<file path="src/rtl/pipe_ctrl_pkg.sv">
// Shared types and defaults for the pipeline stall/flush controller.
package pipe_ctrl_pkg;

  typedef enum logic {
    RUN    = 1'b0,
    HALTED = 1'b1
  } ctrl_state_t;

  localparam int CNT_W_DFLT = 32;

endpackage

</file>
<file path="src/rtl/sat_counter.sv">
// Saturating up-counter: adds one per cycle while inc is high and sticks at all-ones.
// Registered output, async active-low clear.
module sat_counter #(
  parameter int W = 32
) (
  input  logic         clk,
  input  logic         rst_n,
  input  logic         inc,
  output logic [W-1:0] q
);

  logic [W-1:0] cnt_q, cnt_d;

  always_comb begin
    cnt_d = cnt_q;
    if (inc && (cnt_q != {W{1'b1}})) begin
      cnt_d = cnt_q + W'(1);
    end
  end

  always_ff @(posedge clk or negedge rst_n) begin
    if (!rst_n) begin
      cnt_q <= '0;
    end else begin
      cnt_q <= cnt_d;
    end
  end

  assign q = cnt_q;

endmodule

</file>
<file path="src/rtl/pipe_stall_ctrl.sv">
// Stall/flush controller: PC, IF/ID and ID/EX enables/clears, RUN/HALTED FSM, perf counters.
// Controls are combinational on state, inputs and rst_n; counters and halted lag one edge.
module pipe_stall_ctrl
  import pipe_ctrl_pkg::*;
#(
  parameter int CNT_W = CNT_W_DFLT
) (
  input  logic             clk,
  input  logic             rst_n,
  input  logic             conflict,
  input  logic             ex_redirect,
  input  logic             halt_req,
  input  logic             resume,
  output logic             pc_en,
  output logic             if_id_en,
  output logic             if_id_clr,
  output logic             id_ex_clr,
  output logic             halted,
  output logic [CNT_W-1:0] cycle_cnt,
  output logic [CNT_W-1:0] stall_cnt,
  output logic [CNT_W-1:0] flush_cnt
);

  ctrl_state_t state_q, state_d;
  logic        resume_q;
  logic        res_edge;
  logic        run_inc, stall_inc, flush_inc;

  assign res_edge = resume & ~resume_q;

  always_ff @(posedge clk or negedge rst_n) begin
    if (!rst_n) begin
      state_q  <= RUN;
      resume_q <= 1'b0;
    end else begin
      state_q  <= state_d;
      resume_q <= resume;
    end
  end

  always_comb begin
    state_d   = state_q;
    pc_en     = 1'b1;
    if_id_en  = 1'b1;
    if_id_clr = 1'b0;
    id_ex_clr = 1'b0;
    run_inc   = 1'b0;
    stall_inc = 1'b0;
    flush_inc = 1'b0;

    if (!rst_n) begin
      // Reset override holds fetch and bubbles both stage registers.
      pc_en     = 1'b0;
      if_id_en  = 1'b0;
      if_id_clr = 1'b1;
      id_ex_clr = 1'b1;
    end else if (state_q == HALTED) begin
      pc_en     = 1'b0;
      if_id_en  = 1'b0;
      id_ex_clr = 1'b1;
      if (res_edge) begin
        state_d = RUN;
      end
    end else begin
      run_inc = 1'b1;
      if (halt_req) begin
        state_d   = HALTED;
        pc_en     = 1'b0;
        if_id_en  = 1'b0;
        id_ex_clr = 1'b1;
      end else if (ex_redirect) begin
        // Redirect beats conflict: the stalled instruction is on the wrong path.
        if_id_clr = 1'b1;
        id_ex_clr = 1'b1;
        flush_inc = 1'b1;
      end else if (conflict) begin
        pc_en     = 1'b0;
        if_id_en  = 1'b0;
        id_ex_clr = 1'b1;
        stall_inc = 1'b1;
      end
    end
  end

  assign halted = rst_n & (state_q == HALTED);

  sat_counter #(.W(CNT_W)) u_cycle_cnt (
    .clk   (clk),
    .rst_n (rst_n),
    .inc   (run_inc),
    .q     (cycle_cnt)
  );

  sat_counter #(.W(CNT_W)) u_stall_cnt (
    .clk   (clk),
    .rst_n (rst_n),
    .inc   (stall_inc),
    .q     (stall_cnt)
  );

  sat_counter #(.W(CNT_W)) u_flush_cnt (
    .clk   (clk),
    .rst_n (rst_n),
    .inc   (flush_inc),
    .q     (flush_cnt)
  );

endmodule
</file>
<file path="config.mk">
export PLATFORM = sky130hd
export DESIGN_NAME = pipe_stall_ctrl
export DESIGN_NICKNAME = d
export VERILOG_FILES = /design/src/rtl/pipe_ctrl_pkg.sv /design/src/rtl/sat_counter.sv /design/src/rtl/pipe_stall_ctrl.sv
export SDC_FILE = /design/constraint.sdc
export NUM_CORES = 1
export LEC_CHECK = 0
export CAP_MARGIN = 5
export CORE_MARGIN = 1.5
export CORE_UTILIZATION = 45
export CTS_BUF_LIST = sky130_fd_sc_hd__clkbuf_16
export DETAILED_ROUTE_END_ITERATION = 8
export PLACE_DENSITY = 0.7
export SKIP_CTS_REPAIR_TIMING = 1
export SYNTH_ARGS = -nofsm -noshare
export SYNTH_HDL_FRONTEND = slang
export SYNTH_SLANG_ARGS = --single-unit
</file>
<file path="constraint.sdc">
create_clock -name clk -period 4.85 [get_ports clk]
set_input_delay 0.7275 -clock clk [delete_from_list [all_inputs] [get_ports clk]]
set_output_delay 0.7275 -clock clk [all_outputs]
set_load 0.01 [all_outputs]
</file>
==> results by group <==
Job
  – MaxCap Viol Count: 0

Global routing
  – GRT Overall Usage: about a fifth
  – Global-route wire length before repair: 18.9 mm
  – Overflow after GRT: 0
  – Vias in the first global route: approximately 3.8k
  – Largest net degree at the start of global routing: 49
  – Initial antenna violation count: 0

Worst setup path
  – FF-to-FF End: u_cycle_cnt.q[1]
  – Worst EP arrival: between 2 and 2.5 ns
  – WP data required: 4.12 ns
  – Critical Path, Cell by Cell: buf_4 > or3b_4 > or3_1 > clkdlybuf4s50_1
  – R2R Setup Slk: approximately 2.7 ns
  – Slowest library cell on the worst path: or3b_4
  – Worst Reg-to-Reg Cells: 5
  – CP max FO: 41
  – Delay-heaviest family, CP: buffers and inverters
  – WP buf/inv: 2
  – CP max stage delay: roughly 0.5 ns
  – Kind of critical path: in2out
  – Crit. End Element: primary output
  – FF-to-FF Start: u_cycle_cnt.q[17]
  – Startpoint types: input port

Worst hold path
  – Hold Path Class: in2async

Layout
  – Layout cells sized above 1: ~8.3%
  – # diodes: 0
  – NumNets Final: 570
  – Post-Layout Inst Area: between 0.006 and 0.007 sq mm
  – Area Growth Syn to Fin: 30.2%

Yosys
  – Largest area contributor in the netlist: dfrtp_1
  – Top cells by area, synth: dfrtp_1 50%, xnor2_1 10%, xor2_1 5.5%
  – Share of the synthesized area in the top cell type: around half
  – Cell area after synthesis: just under 0.005 sq mm
  – Main combinational cell family by area after synthesis: simple AND/OR/NAND/NOR gates
  – Mapped Avg Cell Area: 11.0 sq um
  – Cell count after synthesis: between 400 and 500
  – Post-synth EDFFs: 0
  – Top FF cell, synth: dfrtp_1
  – Post-synthesis cell type count: 57
  – Syn. warnings: 0
  – Register area share after synthesis: between 40% and 50%
  – Syn Nets: approximately 460
  – Compound-Gate Fraction of Synth Area: around 4.6%
  – Yosys reg bits: between 90 and 100
  – Simple-Gate Fraction of Synth Area: ~27%
  – Adder-Cell Fraction of Synth Area: less than 1%
  – Mux contribution to synthesized area: less than 1%
  – Ys async rst share: 100%
  – XOR/XNOR share of the synthesized area: ~16%

STA
  – Final Slew Violations: 0
  – RSZ-0062 raised after global routing: false
  – Final cycle utilization of the critical path: approximately two thirds
  – Crit path time final: roughly 3.2 ns
  – Slew margin rel.: ~55%
  – F_max: about 310 MHz
  – Final hold vios: 0
  – Post-Route Skew: 0.00721 ns
  – Setup TNS: 0 ns
  – # setup viols final: 0
  – Final hold slack: 0.352 ns
  – Worst Setup Slack, final: about 1.7 ns
  – Slew at the pin closest to its max-slew limit: ~0.67 ns

Power and ir drop
  – VDD IR max: approximately 0.00021 V
  – PnR Total Power: about 1.9 mW
  – Leakage power: approximately 2.8 nW
  – Pwr dens: a little under 300 mW/mm^2

Die
  – Die X: about 110 microns
  – Ports: around 110
  – Die area: 0.0116 sq mm
  – Die H: 108 microns
  – Initial core utilization: a little under half
  – Core area: 0.0105 sq mm
  – Rows: 37

Route
  – WL final: approximately 11 mm
  – DR vias/cell: 5.54
  – WL/cell: roughly 16 microns
  – Pre-antenna DRT Iters: 5
  – DRC: 0
  – Via Count: roughly 3.9k
  – DRT antenna net count: 0
  – Initial DRC Count: between 150 and 200

Clocking
  – Maximum clock path buffer count: 2
  – CTS tree: yes
  – Root Buffer: clkbuf_16
  – H-tree depth: 3
  – Clock Latency Late Sink: between 0.3 and 0.4 ns
  – Num CTS Buffers: 9
  – CTS clock-pin slew for the worst setup and hold paths: about 0.07 ns
  – # clock sinks: a little under 100

Placed design
  – Placed Area: between 0.006 and 0.007 sq mm
  – Buffers on Ports: between 100 and 150
  – Post-DP HPWL: approximately 8.5 mm
  – GPL Wtd Cong: 0.837
  – Worst slack, placed: roughly 1.6 ns

Status
  – Outcome: completed
## cell type report
| type | count | area, sq um |
|---|---|---|
| repair buffers | 108 | 1070 |
| clock inverters | 7 | 46.3 |
| flip-flops and latches | 98 | 2450 |
| inverters | 8 | 30.0 |
| fillers | 909 | 4050 |
| well taps | 136 | 170 |
| clock buffers | 9 | 225 |
| multi-input cells | 336 | 2410 |
## worst max-delay path by stage
| stage | start | end | slack [ns] | cells past startpoint |
|---|---|---|---|---|
| floorplan | halt_req | pc_en | 2.60 | 3 |
| global placement | rst_n | id_ex_clr | 1.64 | 4 |
| detailed placement | rst_n | id_ex_clr | 1.64 | 4 |
| CTS | rst_n | id_ex_clr | 1.64 | 4 |
| global route | rst_n | id_ex_clr | 1.58 | 4 |
| finish | rst_n | id_ex_clr | 1.67 | 4 |
## stage by stage
| step | instances | utilization (%) |
|---|---|---|
| 3_5_place_dp | 686 | 58.7 |
| 5_1_grt | 702 | 61.3 |
| 4_1_cts | 702 | 61.3 |
| 2_1_floorplan | 447 | - |
| 3_3_place_gp | 686 | 58.7 |
| 6_report | 702 | 61.3 |
## cell usage in the layout, fill, tap and decap left out, types with 3 or more instances in the layout
master and count:
and4_1 9, a31oi_1 3, mux2_1 3, clkbuf_16 9
inv_1 10, nand2_1 31, nand4_1 34, and3_1 25
nand2b_1 3, ha_1 3, nor4_2 3, and2_1 8
nor2_1 24, nor3_1 12, nor3_2 3, xor2_1 31
clkdlybuf4s50_1 105, nand3_1 37, o21ai_0 3, dfrtp_1 98
nand3b_1 3, xnor2_1 57, buf_4 3
## synthesized netlist by cell type (2+ instances only)
cell type / number
a31o_2: 2
nor3_1: 12
nand3_1: 37
nor2b_1: 2
clkbuf_1: 2
nor3_4: 2
nand3b_1: 3
a31oi_1: 3
and3_1: 25
xor2_1: 31
or4_4: 2
nand4_2: 2
xnor2_1: 57
nor4_2: 3
a41oi_1: 2
or4_1: 2
and2_1: 8
mux2_1: 3
o211ai_1: 2
nand2_1: 31
nor4_1: 2
nor3_2: 3
o21ai_0: 3
nand2b_1: 3
ha_1: 3
and4_1: 9
dfrtp_1: 98
nand4_1: 34
inv_1: 8
nor4_4: 2
buf_4: 2
nor2_1: 24
## cells by family (layout without fill, tap and decap cells)
family	Yosys count	in the layout
multiplexers	4	4
flip-flops	98	98
XOR/XNOR	88	88
AND/OR/NAND/NOR	216	216
buffers and inverters	13	132
adder cells (fa/ha/maj)	3	3
AO/OA/AOI/OAI	25	25
## sequential cells by signal (all words and copies together) (netlist names)
| name | cells |
|---|---|
| u_cycle_cnt.q | 32 |
| u_flush_cnt.q | 32 |
| u_stall_cnt.q | 32 |
| resume_q | 1 |
| state_q | 1 |
## power by group
| part | internal (mW) | switching [mW] |
|---|---|---|
| Sequential | 0.870 | 0.0780 |
| Clock | 0.348 | 0.303 |
| Combinational | 0.148 | 0.121 |
## metal layers
metal | share of wire, % | track usage [%] | wire [microns] | vias to the layer above
li1 | - | - | - | 1842
met5 | 0 | 0 | 0 | -
met3 | 4.3 | 3.75 | 485 | 22
met4 | 1.8 | 6.58 | 206 | 0
met2 | 48 | 31.8 | 5370 | 105
met1 | 46 | 29.5 | 5200 | 1918
No activity file was read; power rests on OpenSTA's default activity.
